==> src/rtl/keypad_pkg.sv <==
// Shared types for the keypad digit-entry block: decoded key codes,
// the blank-digit marker and the press-handling FSM states.
package keypad_pkg;

  typedef enum logic [3:0] {
    KEY_D0    = 4'd0,
    KEY_D1    = 4'd1,
    KEY_D2    = 4'd2,
    KEY_D3    = 4'd3,
    KEY_D4    = 4'd4,
    KEY_D5    = 4'd5,
    KEY_D6    = 4'd6,
    KEY_D7    = 4'd7,
    KEY_D8    = 4'd8,
    KEY_D9    = 4'd9,
    KEY_ENTER = 4'd10,
    KEY_BS    = 4'd11,
    KEY_CLR   = 4'd12,
    KEY_NONE  = 4'd15
  } key_t;

  localparam logic [3:0] BLANK = 4'hF;

  typedef enum logic [1:0] {
    IDLE     = 2'd0,
    DEBOUNCE = 2'd1,
    HELD     = 2'd2
  } state_t;

endpackage

==> src/rtl/keypad_decode.sv <==
// Combinational key decoder: maps a single set bit of the scanner vector
// to a key code. Zero bits, multiple bits or an unused position give KEY_NONE.
module keypad_decode
  import keypad_pkg::*;
(
  input  logic [15:0] i_onehot,
  output key_t        o_key
);

  // Exact-match lookup; every non-listed pattern falls to KEY_NONE.
  always_comb begin
    o_key = KEY_NONE;
    case (i_onehot)
      16'h0008: o_key = KEY_D0;
      16'h0080: o_key = KEY_D1;
      16'h0040: o_key = KEY_D2;
      16'h0020: o_key = KEY_D3;
      16'h0800: o_key = KEY_D4;
      16'h0400: o_key = KEY_D5;
      16'h0200: o_key = KEY_D6;
      16'h8000: o_key = KEY_D7;
      16'h4000: o_key = KEY_D8;
      16'h2000: o_key = KEY_D9;
      16'h0001: o_key = KEY_ENTER;
      16'h0010: o_key = KEY_BS;
      16'h0100: o_key = KEY_CLR;
      default:  o_key = KEY_NONE;
    endcase
  end

endmodule

==> src/rtl/keypad_digit_entry.sv <==
// Keypad digit-entry buffer: decodes scanner keys, optionally debounces,
// performs exactly one action per press and holds a calculator-style BCD
// entry register (nibble 0 = most recent digit, BLANK = empty position).
// Optional feature macro: KEYPAD_DEBOUNCE_EN (adds DEBOUNCE state and 8-bit counter).
//
// state    | meaning
// IDLE     | no key held; waiting for a valid key
// DEBOUNCE | candidate key captured; counting identical samples
// HELD     | action done (or reset); waiting for release
module keypad_digit_entry
  import keypad_pkg::*;
#(
  parameter int DIGITS        = 3,
  parameter int STABLE_CYCLES = 4,
  localparam int CNT_W        = $clog2(DIGITS + 1)
) (
  input  logic                  i_clk,
  input  logic                  i_rst,
  input  logic [15:0]           i_onehot,
  output logic [4*DIGITS-1:0]   o_digits,
  output logic [CNT_W-1:0]      o_count,
  output logic                  o_full,
  output logic [4*DIGITS-1:0]   o_entered,
  output logic                  o_entered_valid,
  output logic                  o_key_strobe,
  output logic                  o_err
);

  localparam logic [4*DIGITS-1:0] ALL_BLANK = {DIGITS{BLANK}};
  localparam logic [CNT_W-1:0]    CNT_MAX   = CNT_W'(DIGITS);

  key_t                w_key;
  logic                w_fire;
  state_t              r_state;
  logic [4*DIGITS-1:0] r_digits;
  logic [4*DIGITS-1:0] r_entered;
  logic [CNT_W-1:0]    r_count;
  logic                r_entered_valid;
  logic                r_key_strobe;
  logic                r_err;
`ifdef KEYPAD_DEBOUNCE_EN
  key_t                r_cand;
  logic [7:0]          r_cnt;
`endif

  keypad_decode u_decode (
    .i_onehot (i_onehot),
    .o_key    (w_key)
  );

  // Decide whether this edge completes a press and should perform its action.
  always_comb begin
    w_fire = 1'b0;
`ifdef KEYPAD_DEBOUNCE_EN
    w_fire = (r_state == DEBOUNCE) && (w_key == r_cand) && (r_cnt == 8'(STABLE_CYCLES));
`else
    w_fire = (r_state == IDLE) && (w_key != KEY_NONE);
`endif
  end

  // Press FSM plus entry register and registered one-cycle pulses.
  always_ff @(posedge i_clk) begin
    if (i_rst) begin
      r_state         <= HELD;
      r_digits        <= ALL_BLANK;
      r_entered       <= ALL_BLANK;
      r_count         <= '0;
      r_entered_valid <= 1'b0;
      r_key_strobe    <= 1'b0;
      r_err           <= 1'b0;
`ifdef KEYPAD_DEBOUNCE_EN
      r_cand          <= KEY_NONE;
      r_cnt           <= 8'd0;
`endif
    end else begin
      r_entered_valid <= 1'b0;
      r_key_strobe    <= 1'b0;
      r_err           <= 1'b0;

      case (r_state)
        IDLE: begin
          if (w_key != KEY_NONE) begin
`ifdef KEYPAD_DEBOUNCE_EN
            r_cand  <= w_key;
            r_cnt   <= 8'd1;
            r_state <= DEBOUNCE;
`else
            r_state <= HELD;
`endif
          end
        end
`ifdef KEYPAD_DEBOUNCE_EN
        DEBOUNCE: begin
          if (w_key != r_cand) begin
            r_state <= IDLE;
          end else if (r_cnt == 8'(STABLE_CYCLES)) begin
            r_state <= HELD;
          end else begin
            r_cnt <= r_cnt + 8'd1;
          end
        end
`endif
        HELD: begin
          if (w_key == KEY_NONE) r_state <= IDLE;
        end
        default: r_state <= HELD;
      endcase

      if (w_fire) begin
        if (w_key <= KEY_D9) begin
          if (r_count < CNT_MAX) begin
            r_digits     <= {r_digits[4*DIGITS-5:0], 4'(w_key)};
            r_count      <= r_count + 1'b1;
            r_key_strobe <= 1'b1;
          end else begin
            r_err <= 1'b1;
          end
        end else if (w_key == KEY_BS) begin
          if (r_count != '0) begin
            r_digits     <= {BLANK, r_digits[4*DIGITS-1:4]};
            r_count      <= r_count - 1'b1;
            r_key_strobe <= 1'b1;
          end else begin
            r_err <= 1'b1;
          end
        end else if (w_key == KEY_CLR) begin
          r_digits     <= ALL_BLANK;
          r_count      <= '0;
          r_key_strobe <= 1'b1;
        end else if (w_key == KEY_ENTER) begin
          if (r_count != '0) begin
            r_entered       <= r_digits;
            r_entered_valid <= 1'b1;
            r_digits        <= ALL_BLANK;
            r_count         <= '0;
            r_key_strobe    <= 1'b1;
          end else begin
            r_err <= 1'b1;
          end
        end
      end
    end
  end

  assign o_digits        = r_digits;
  assign o_count         = r_count;
  assign o_full          = (r_count == CNT_MAX);
  assign o_entered       = r_entered;
  assign o_entered_valid = r_entered_valid;
  assign o_key_strobe    = r_key_strobe;
  assign o_err           = r_err;

endmodule

==> config.mk <==
export PLATFORM = sky130hd
export DESIGN_NAME = keypad_digit_entry
export DESIGN_NICKNAME = d
export VERILOG_FILES = /design/src/rtl/keypad_pkg.sv /design/src/rtl/keypad_decode.sv /design/src/rtl/keypad_digit_entry.sv
export SDC_FILE = /design/constraint.sdc
export NUM_CORES = 1
export LEC_CHECK = 0
export CAP_MARGIN = 10
export CORE_MARGIN = 2
export CORE_UTILIZATION = 39
export CTS_CLUSTER_DIAMETER = 120
export DETAILED_ROUTE_END_ITERATION = 8
export PLACE_DENSITY = 0.68
export SLEW_MARGIN = 20
export SYNTH_ARGS = -nofsm -noshare
export SYNTH_HDL_FRONTEND = slang
export SYNTH_SLANG_ARGS = --single-unit
==> constraint.sdc <==
create_clock -name i_clk -period 2.78 [get_ports i_clk]
set_input_delay 0.417 -clock i_clk [delete_from_list [all_inputs] [get_ports i_clk]]
set_output_delay 0.417 -clock i_clk [all_outputs]
set_load 0.05 [all_outputs]
==> impl_metrics.csv, run 1 <==
group,metric,value,unit
power_and_ir_drop,power_frac_seq,43.0,%
flow_run,cap_violations,0,
critical_path,crit_required,2.99,ns
power_and_ir_drop,total_leakage_power,0.00125,uW
final_layout,ratio_of_cells_with_drive_above_1_in_the_final_layout,25.9,%
power_and_ir_drop,combinationalPowerShare,14.4,%
global_route,grt_max_degree,28,
route,drt-wirelength-per-cell,14.9,um
logic_synthesis,synth_top_cell_by_area,"sky130_fd_sc_hd__dfxtp_1",
power_and_ir_drop,cellPowerDensity,350,nW/um^2
clock_tree,tritoncts.num_buffers,5,
critical_path,critPathKind,"in -> reg",
final_layout,antenna_cells,0,
route,drt_first_pass_iters,4,
floorplan,core_region_area,4690,sq um
logic_synthesis,synthesis.instances,217,
logic_synthesis,synth-edff-count,0,
global_route,global_routing_usage_on_met2,29.8,%
route,post_drt_via_cell_ratio,5.38,
timing,timing.clock.skew,0.00701,ns
final_layout,filler_cell_count,410,
global_route,global_routing_s_busiest_layer,"met2",
placed_design,placedInstanceArea,2750,sq um
logic_synthesis,share_of_yosys_cell_area_claimed_by_the_top_area_cell_type,31.9,%
power_and_ir_drop,power.share.switching,24.7,%
clock_tree,htree_levels,2,
hold_path,timing.hold.worst_path_depth,2,
global_route,antenna_found_initial,0,
logic_synthesis,register_area_share_after_synthesis,31.9,%
route,routed-via-count,1911,
timing,fmaxAchievable,367,MHz
timing,finalWorstPathRequiredPeriod,2.73,ns
clock_tree,tritoncts,"yes",
critical_path,rr_worst_depth,7,
logic_synthesis,leading_register_cell_type_out_of_synthesis,"sky130_fd_sc_hd__dfxtp_1",
final_layout,nNetsFinal,321,
final_layout,finish.utilization,62.7,%
route,antenna_left,0,
run_status,outcome,"complete, no violations",
timing,hold_violation_count_in_the_final_report,0,
final_layout,final_area,2940,sq um
power_and_ir_drop,clock_network_fraction_of_total_power,42.6,%
clock_tree,buffer_cell_driving_the_clock_tree_root,"sky130_fd_sc_hd__clkbuf_8",
route,initialDrtViolationCount,129,
clock_tree,clock_sink_count,30,
final_layout,synthToLayoutAreaGrowth,56.0,%
power_and_ir_drop,power.switching,254,uW
power_and_ir_drop,worst_ir_drop_vdd,0.000290,V
floorplan,die_width,73.5,um
floorplan,die_height,73.5,um
hold_path,min_path_type,"reg -> reg",
logic_synthesis,number_of_synthesized_register_bits,30,
logic_synthesis,synth_cell_area,1890,sq um
logic_synthesis,ys.warnings.count,0,
timing,tightest_slew,0.508,ns
clock_tree,post_cts_resized,0,
placed_design,dp_hpwl,3720,um
clock_tree,clkSlewWorstSetupHoldPaths,0.07,ns
clock_tree,cts_post_setup_buffers_inserted,0,
timing,period_share,98.1,%
critical_path,worstPathCellList,"clkdlybuf4s50_1, or4_4, or4_4, o22a_1, o21a_1, o211ai_4, buf_12, mux2i_2",
placed_design,routabilityCongestion,0.820,
timing,slew_violations,0,
floorplan,floorplan.io_pins,48,
clock_tree,hold_buffers,0,
logic_synthesis,top_area_cells_in_the_synthesized_netlist,"sky130_fd_sc_hd__dfxtp_1, sky130_fd_sc_hd__mux2i_1, sky130_fd_sc_hd__nand2_1",
global_route,global_route.usage.met1,28.6,%
logic_synthesis,synthesis.area_per_instance,8.69,sq um
floorplan,start_util,40.2,%
global_route,globalRoute.totalOverflow,0,
global_route,grt_pass1_wl,8490,um
critical_path,cp.arrival,2.93,ns
floorplan,design.die.area,5410,sq um
timing,maxSlewHeadroom,66.1,%
route,drt-total-wl,5280,um
global_route,grt_usage,20.0,%
global_route,grt_util_met3,4.12,%
logic_synthesis,synth_cell_types,46,
placed_design,placement.io_buffers,47,
critical_path,critical-path-max-stage-delay,0.53,ns
route,post-route-drc-count,0,
critical_path,nature_of_the_critical_path_endpoint,"flip-flop",
critical_path,worst-path-max-fanout,7,
global_route,vias_in_the_first_global_route,1815,
power_and_ir_drop,internal_power,776,uW
logic_synthesis,syn_nets,238,
floorplan,placementRows,25,
critical_path,slowest_library_cell_on_the_worst_path,"sky130_fd_sc_hd__or4_4",
critical_path,start_kind,"input pin",
timing,finalSetupViolations,0,
clock_tree,clk-insertion-delay-late,0.29,ns
critical_path,worst_path_most_repeated_cell,"sky130_fd_sc_hd__or4_4",
logic_synthesis,async_reset_ff_share,0,%
clock_tree,max_clock_buf_depth,2,
## synth_stat cells (4+ instances only)
cell                       instances
sky130_fd_sc_hd__nor4b_1           6
sky130_fd_sc_hd__nor2_1           20
sky130_fd_sc_hd__xor2_1            8
sky130_fd_sc_hd__dfxtp_1          30
sky130_fd_sc_hd__nand4b_1          5
sky130_fd_sc_hd__inv_1             5
sky130_fd_sc_hd__nand2_1          22
sky130_fd_sc_hd__o21ai_0           6
sky130_fd_sc_hd__mux2i_1          25
sky130_fd_sc_hd__nand2b_1          4
sky130_fd_sc_hd__nand4_1           4
sky130_fd_sc_hd__o32a_1            6
sky130_fd_sc_hd__clkbuf_1         12
sky130_fd_sc_hd__a21oi_1           7
sky130_fd_sc_hd__nor3_1            7
sky130_fd_sc_hd__nor4_1            7
## through the flow
stage / power, uW / worst slack, ns / setup TNS [ns] / hold WS [ns] / instances
6_report: 1030 / 0.0540 / 0 / 0.474 / 355
5_1_grt: 1060 / -0.0373 / -0.0866 / 0.493 / 355
4_1_cts: 1020 / 0.00280 / 0 / 0.480 / 354
3_5_place_dp: 596 / -0.277 / -6.00 / 0.464 / 346
3_3_place_gp: 589 / -0.215 / -4.30 / 0.458 / 346
2_1_floorplan: 522 / 0.0226 / 0 / 0.460 / 217
## final cells by class
type | count | area (sq um) | area share, %
clock buffers | 5 | 68.8 | 2.34
clock inverters | 3 | 40.0 | 1.36
inverters | 5 | 18.8 | 0.638
multi-input cells | 164 | 1260 | 43.0
flip-flops and latches | 30 | 601 | 20.4
well taps | 54 | 67.6 | 2.30
repair buffers | 94 | 881 | 29.9
## power by group through the flow
stage                     Clock (uW)  Sequential (uW)  Combinational (uW)
after detailed placement           0              452                 143
after global placement             0              451                 138
after CTS                        437              442                 145
after global routing             458              443                 161
final                            438              443                 148
after floorplan                    0              451                71.0
## kinds of logic (layout without fill, tap and decap cells)
group                      after synthesis  in the layout  share of synthesized area, %
AOI/OAI and AO/OA                       37             37                          16.7
xor gates and xnor gates                 9              9                          4.18
adders and majority gates                3              3                          1.99
buffers and inverters                   23            107                          6.30
DFF                                     30             30                          31.9
muxes                                   26             26                          13.9
and+or+nand+nor                         89             89                          25.1
## worst paths after layout
kind | slack [ns] | endpoint | startpoint
hold reg to reg | 0.47 | o_entered[3] | o_entered[3]
hold / removal | 0.47 | o_entered[3] | o_entered[3]
setup reg to reg | 1.11 | o_count[0] | o_count[0]
setup / recovery | 0.05 | o_count[0] | i_onehot[14]
## registers in the layout, summed over array words and instances (netlist names)
signal	cells
o_key_strobe	1
o_err	1
o_digits	12
o_entered	12
r_state	1
o_entered_valid	1
o_count	2
## worst max-delay path: cells and delay by family
| kind | cells | cell delay [ns] |
|---|---|---|
| and+or+nand+nor | 2 | 0.96 |
| muxes | 1 | 0.22 |
| AOI/OAI and AO/OA | 3 | 0.72 |
| buffers and inverters | 2 | 0.61 |
## routing by layer
layer / up-vias / wire length [um]
li1: 966 / -
met1: 884 / 2660
met2: 51 / 2300
met3: 10 / 202
met4: 0 / 114
met5: - / 0
## layout by cell type, fill, tap and decap left out, drive strengths merged, types with 6 or more instances in the layout
master and n:
a21oi 7, buf 46, clkbuf 6, clkdlybuf4s50 41, dfxtp 30, dlymetal6s2s 6, mux2i 25, nand2 22
nor2 20, nor3 7, nor4 7, nor4b 6, o21ai 6, o32a 6, xor2 8
No activity file was read; power rests on OpenSTA's default activity.
==> run 2: changes to the inputs <==
CORE_MARGIN = unset   (was 2)
==> run 2 against run 1 <==
  * Core utilization increased by 2.4 points
  * Worst hold slack improved by 0.0020 ns
  * Flip-flop and latch count unchanged
  * Die area decreased by 5.4%
  * Non-clock buffer count decreased by 2
  * Largest power group unchanged
  * Final cell count decreased by 1.1%
  * Routed wire length decreased by 1.1%
  * Clock power decreased by 17%
  * Sequential share of layout area increased by 0.052 points
  * Fmax increased by 0.77%
==> impl_metrics.csv, run 2 (same netlist as run 1, synthesis figures left out) <==
group,metric,value,unit
critical_path,cp.arrival,2.85,ns
timing,finalSetupViolations,0,
clock_tree,hold_buffers,0,
floorplan,die_width,71.5,um
power_and_ir_drop,worst_ir_drop_vdd,0.000298,V
critical_path,worst-path-max-fanout,6,
timing,finalWorstPathRequiredPeriod,2.71,ns
critical_path,critical-path-max-stage-delay,0.54,ns
clock_tree,clk-insertion-delay-late,0.28,ns
timing,fmaxAchievable,370,MHz
global_route,antenna_found_initial,0,
route,drt_first_pass_iters,4,
route,drt-wirelength-per-cell,14.9,um
timing,hold_violation_count_in_the_final_report,0,
final_layout,antenna_cells,0,
final_layout,filler_cell_count,396,
route,antenna_left,0,
final_layout,ratio_of_cells_with_drive_above_1_in_the_final_layout,26.4,%
final_layout,seq_area,601,sq um
hold_path,min_path_type,"reg -> reg",
clock_tree,htree_levels,2,
global_route,globalRoute.totalOverflow,0,
final_layout,nNetsFinal,319,
placed_design,placement.io_buffers,47,
timing,tightest_slew,0.538,ns
clock_tree,clock_sink_count,30,
critical_path,crit_required,2.93,ns
global_route,grt_pass1_wl,8430,um
critical_path,nature_of_the_critical_path_endpoint,"flip-flop",
clock_tree,clkSlewWorstSetupHoldPaths,0.07,ns
floorplan,floorplan.io_pins,48,
route,routed-via-count,1889,
route,initialDrtViolationCount,119,
clock_tree,tritoncts,"yes",
clock_tree,buffer_cell_driving_the_clock_tree_root,"sky130_fd_sc_hd__clkbuf_8",
critical_path,slowest_library_cell_on_the_worst_path,"sky130_fd_sc_hd__clkdlybuf4s50_1",
final_layout,synthToLayoutAreaGrowth,55.6,%
timing,slew_violations,0,
placed_design,dp_hpwl,3790,um
global_route,vias_in_the_first_global_route,1771,
global_route,grt_max_degree,28,
critical_path,start_kind,"input pin",
timing,period_share,97.3,%
floorplan,start_util,41.9,%
floorplan,core_region_area,4500,sq um
timing,postLayoutSetupSlackWorst,0.0748,ns
timing,maxSlewHeadroom,64.1,%
final_layout,mostFrequentLayoutCells,"sky130_fd_sc_hd__buf_4, sky130_fd_sc_hd__clkdlybuf4s50_1, sky130_fd_sc_hd__dfxtp_1, sky130_fd_sc_hd__mux2i_1",
final_layout,fin_cells,351,
route,drt-total-wl,5220,um
route,post_drt_via_cell_ratio,5.38,
route,post-route-drc-count,0,
placed_design,routabilityCongestion,0.837,
timing,timing.clock.skew,0.00665,ns
final_layout,layout_commonest_cell,"sky130_fd_sc_hd__buf_4",
final_layout,total_area_of_multi_input_combinational_cells,1290,sq um
placed_design,placedCellCount,342,
global_route,grt_usage,21.0,%
critical_path,worstPathCellList,"clkdlybuf4s50_1, buf_4, nor4b_2, a211oi_2, o32ai_4, or2_4, ha_4, nand2b_4, nor3_2, nand2_2, clkbuf_16, mux2i_1, nand2_1",
floorplan,placementRows,24,
floorplan,die_height,71.5,um
placed_design,place_worst_setup_slack,-0.253,ns
flow_run,cap_violations,0,
power_and_ir_drop,total_leakage_power,0.00126,uW
power_and_ir_drop,cellPowerDensity,326,nW/um^2
critical_path,critPathKind,"in -> reg",
clock_tree,max_clock_buf_depth,2,
run_status,outcome,"complete, no violations",
floorplan,design.die.area,5120,sq um
clock_tree,tritoncts.num_buffers,5,
## run 2: cell count changes in the layout (fill, tap and decap cells not counted), sizes merged
cell,delta
bufinv,-1
clkinvlp,+1
buf,-2
clkinv,-1
dlymetal6s2s,+1
clkdlybuf4s50,-1
clkbuf,+1
## run 2: layout make-up
cell class	instances	area share, %
Clock buffer	6	2.81
Clock inverter	2	0.426
Inverter	5	0.640
Multi-Input combinational cell	164	44.0
Sequential cell	30	20.5
Tap cell	52	2.22
Timing Repair Buffer	92	29.4
## run 2: worst max-delay path, delay by kind of cell
| family | cells | cell delay, ns |
|---|---|---|
| AO/OA/AOI/OAI | 2 | 0.34 |
| adder cells (fa/ha/maj) | 1 | 0.14 |
| buffers and inverters | 3 | 0.91 |
| multiplexers | 1 | 0.14 |
| AND/OR/NAND/NOR | 6 | 0.90 |
## run 2: per-layer routing
layer  share of wire (%)  global-route usage (%)
met5                   0                       0
met4                 1.3                    6.10
met3                 3.4                    4.92
met2                  45                    30.3
met1                  50                    31.1
## run 2: power breakdown
group	total (uW)	switching [uW]	internal, uW
clock	363	165	199
combinational	151	75.0	76.2
sequential	442	5.13	437
## run 2: final timing paths
kind / from / to / slack [ns] / cells after the start
min: o_entered[7] / o_entered[7] / 0.48 / 2
max: i_onehot[9] / o_entered[6] / 0.07 / 13
min reg2reg: o_entered[7] / o_entered[7] / 0.48 / 2
max reg2reg: o_count[0] / o_entered[6] / 1.05 / 8
## run 2: repair_timing
item | 4_1_cts | 5_1_grt
buffers inserted | 0 | 0
endpoints found under the hold margin | 0 | 0
endpoints found under the setup margin | 0 | 26
resized for setup | 0 | 21
## run 2: per-stage QoR
step	area (sq um)	util (%)	total power, uW	hold slack (ns)	setup TNS, ns
global route	2930	65.1	1000	0.505	-0.370
detailed placement	2720	60.3	592	0.459	-5.56
CTS	2810	62.4	954	0.475	0
global placement	2720	60.3	588	0.457	-4.46
floorplan	1940	-	522	0.460	0
finish	2930	65.1	957	0.476	0
==> run 3: changes to the inputs <==
CTS_BUF_LIST = sky130_fd_sc_hd__clkbuf_16   (was unset)
CTS_CLUSTER_SIZE = 28   (was unset)
SLEW_MARGIN = unset   (was 20)
==> run 3 against run 2 <==
  * Core utilization increased by 1.2 points
  * Final cell count unchanged
  * Flip-flop and latch count unchanged
  * Design area increased by 1.8%
  * Die area unchanged
  * Sequential share of layout area decreased by 0.37 points
  * Register-to-register slack about the same
  * Critical path type unchanged
==> impl_metrics.csv, run 3 (same netlist as run 1, synthesis figures left out) <==
group,metric,value,unit
final_layout,synthToLayoutAreaGrowth,58.5,%
placed_design,dp_hpwl,3790,um
power_and_ir_drop,worst_ir_drop_vdd,0.000358,V
critical_path,slowest_library_cell_on_the_worst_path,"sky130_fd_sc_hd__clkdlybuf4s50_1",
clock_tree,htree_levels,2,
run_status,outcome,"complete, no violations",
floorplan,placementRows,24,
final_layout,ratio_of_cells_with_drive_above_1_in_the_final_layout,26.8,%
critical_path,critPathKind,"in -> reg",
critical_path,worst-path-max-fanout,6,
timing,postLayoutSetupSlackWorst,0.0676,ns
clock_tree,max_clock_buf_depth,2,
timing,timing.clock.skew,0.00429,ns
global_route,grt_pass1_wl,8420,um
global_route,globalRoute.totalOverflow,0,
timing,unrepaired_setup_endpoints_after_global_routing,"yes",
final_layout,finish.utilization,66.3,%
floorplan,start_util,41.9,%
global_route,antenna_found_initial,0,
critical_path,worst_path_dominant_cell_family,"buffers and inverters",
floorplan,core_region_area,4500,sq um
power_and_ir_drop,design_power_total,1100,uW
final_layout,fin_cells,351,
floorplan,design.die.area,5120,sq um
final_layout,antenna_cells,0,
final_layout,mostFrequentLayoutCells,"sky130_fd_sc_hd__buf_4, sky130_fd_sc_hd__clkdlybuf4s50_1, sky130_fd_sc_hd__dfxtp_1, sky130_fd_sc_hd__mux2i_1",
global_route,grt_max_degree,28,
route,drt_first_pass_iters,4,
final_layout,nNetsFinal,319,
timing,fmaxAchievable,369,MHz
clock_tree,clock_sink_count,30,
clock_tree,buffer_cell_driving_the_clock_tree_root,"sky130_fd_sc_hd__clkbuf_16",
critical_path,timing.reg2reg.setup_slack,1.04,ns
critical_path,crit_required,2.92,ns
timing,maxSlewHeadroom,65.8,%
floorplan,die_width,71.5,um
flow_run,cap_violations,0,
power_and_ir_drop,total_leakage_power,0.00128,uW
global_route,vias_in_the_first_global_route,1767,
timing,finalWorstPathRequiredPeriod,2.71,ns
critical_path,critical-path-max-stage-delay,0.54,ns
route,drt-wirelength-per-cell,14.8,um
floorplan,die_height,71.5,um
timing,hold_violation_count_in_the_final_report,0,
final_layout,layout_commonest_cell,"sky130_fd_sc_hd__buf_4",
hold_path,min_path_type,"reg -> reg",
critical_path,reg2reg_to,"o_entered[6]",
clock_tree,cts_post_setup_buffers_inserted,0,
timing,slew_violations,0,
route,post_drt_via_cell_ratio,5.39,
route,post-route-drc-count,0,
critical_path,cp.arrival,2.85,ns
timing,period_share,97.6,%
critical_path,start_kind,"input pin",
clock_tree,tritoncts,"yes",
critical_path,r2r_start,"o_count[0]",
global_route,grt_usage,21.1,%
route,drt-total-wl,5210,um
clock_tree,clkSlewWorstSetupHoldPaths,0.05,ns
power_and_ir_drop,cellPowerDensity,369,nW/um^2
route,routed-via-count,1892,
timing,worst_hold_slack,0.472,ns
critical_path,nature_of_the_critical_path_endpoint,"flip-flop",
clock_tree,clk-insertion-delay-late,0.27,ns
critical_path,worst_setup_path_endpoint,"o_entered[6]",
route,antenna_left,0,
critical_path,worstPathCellList,"clkdlybuf4s50_1, buf_4, nor4b_2, a211oi_2, o32ai_4, or2_4, ha_4, nand2b_4, nor3_2, nand2_2, clkbuf_16, mux2i_1, nand2_1",
critical_path,crit_start,"i_onehot[9]",
critical_path,worst-path-stages,13,
floorplan,floorplan.io_pins,48,
placed_design,placedCellCount,342,
placed_design,routabilityCongestion,0.837,
placed_design,placement.io_buffers,47,
timing,tightest_slew,0.513,ns
critical_path,rr_worst_depth,8,
timing,finalSetupViolations,0,
clock_tree,tritoncts.num_buffers,5,
critical_path,cp.buffers_inverters,3,
route,initialDrtViolationCount,106,
placed_design,place_worst_setup_slack,-0.253,ns
run 3: power breakdown:
group	switching [uW]	total (uW)	internal [uW]
Sequential	5.12	443	438
Clock	181	507	326
Combinational	74.9	151	76.2
run 3: repair_timing:
item / CTS / global route
resized for setup: 0 / 23
endpoints found under the setup margin: 0 / 26
hold buffers: 0 / 0
run 3: worst min-delay path by stage:
stage	start	to	depth (start not counted)
after global routing	o_entered[7]	o_entered[7]	2
final	o_entered[2]	o_entered[2]	2
after global placement	o_entered[1]	o_entered[1]	2
after detailed placement	o_entered[1]	o_entered[1]	2
after CTS	o_entered[1]	o_entered[1]	2
after floorplan	r_state[1]	r_state[1]	2
run 3: worst reg2reg max path: cells and delay by family (launching register included):
| kind | cells | cell delay (ns) |
|---|---|---|
| DFF | 1 | 0.42 |
| muxes | 1 | 0.14 |
| and+or+nand+nor | 4 | 0.53 |
| buffers and inverters | 2 | 0.27 |
| adders and majority gates | 1 | 0.24 |
run 3: layer usage:
layer | track usage (%) | routed length [um] | up-vias
met3 | 4.78 | 174 | 10
met1 | 31.0 | 2620 | 867
li1 | - | - | 963
met5 | 0 | 0 | -
met2 | 30.5 | 2350 | 52
met4 | 6.97 | 65 | 0
run 3: cell type report:
cell class	count	area, sq um
clock buffers	5	125
clock inverters	3	16.3
fillers	387	1520
inverters	5	18.8
multi-input cells	164	1300
flip-flops and latches	30	601
well taps	52	65.1
repair buffers	92	863
run 3: through the flow:
stage / setup TNS (ns) / area (sq um)
floorplan: 0 / 1940
global placement: -4.46 / 2720
detailed placement: -5.56 / 2720
CTS: 0 / 2860
global route: -0.607 / 2990
finish: 0 / 2990
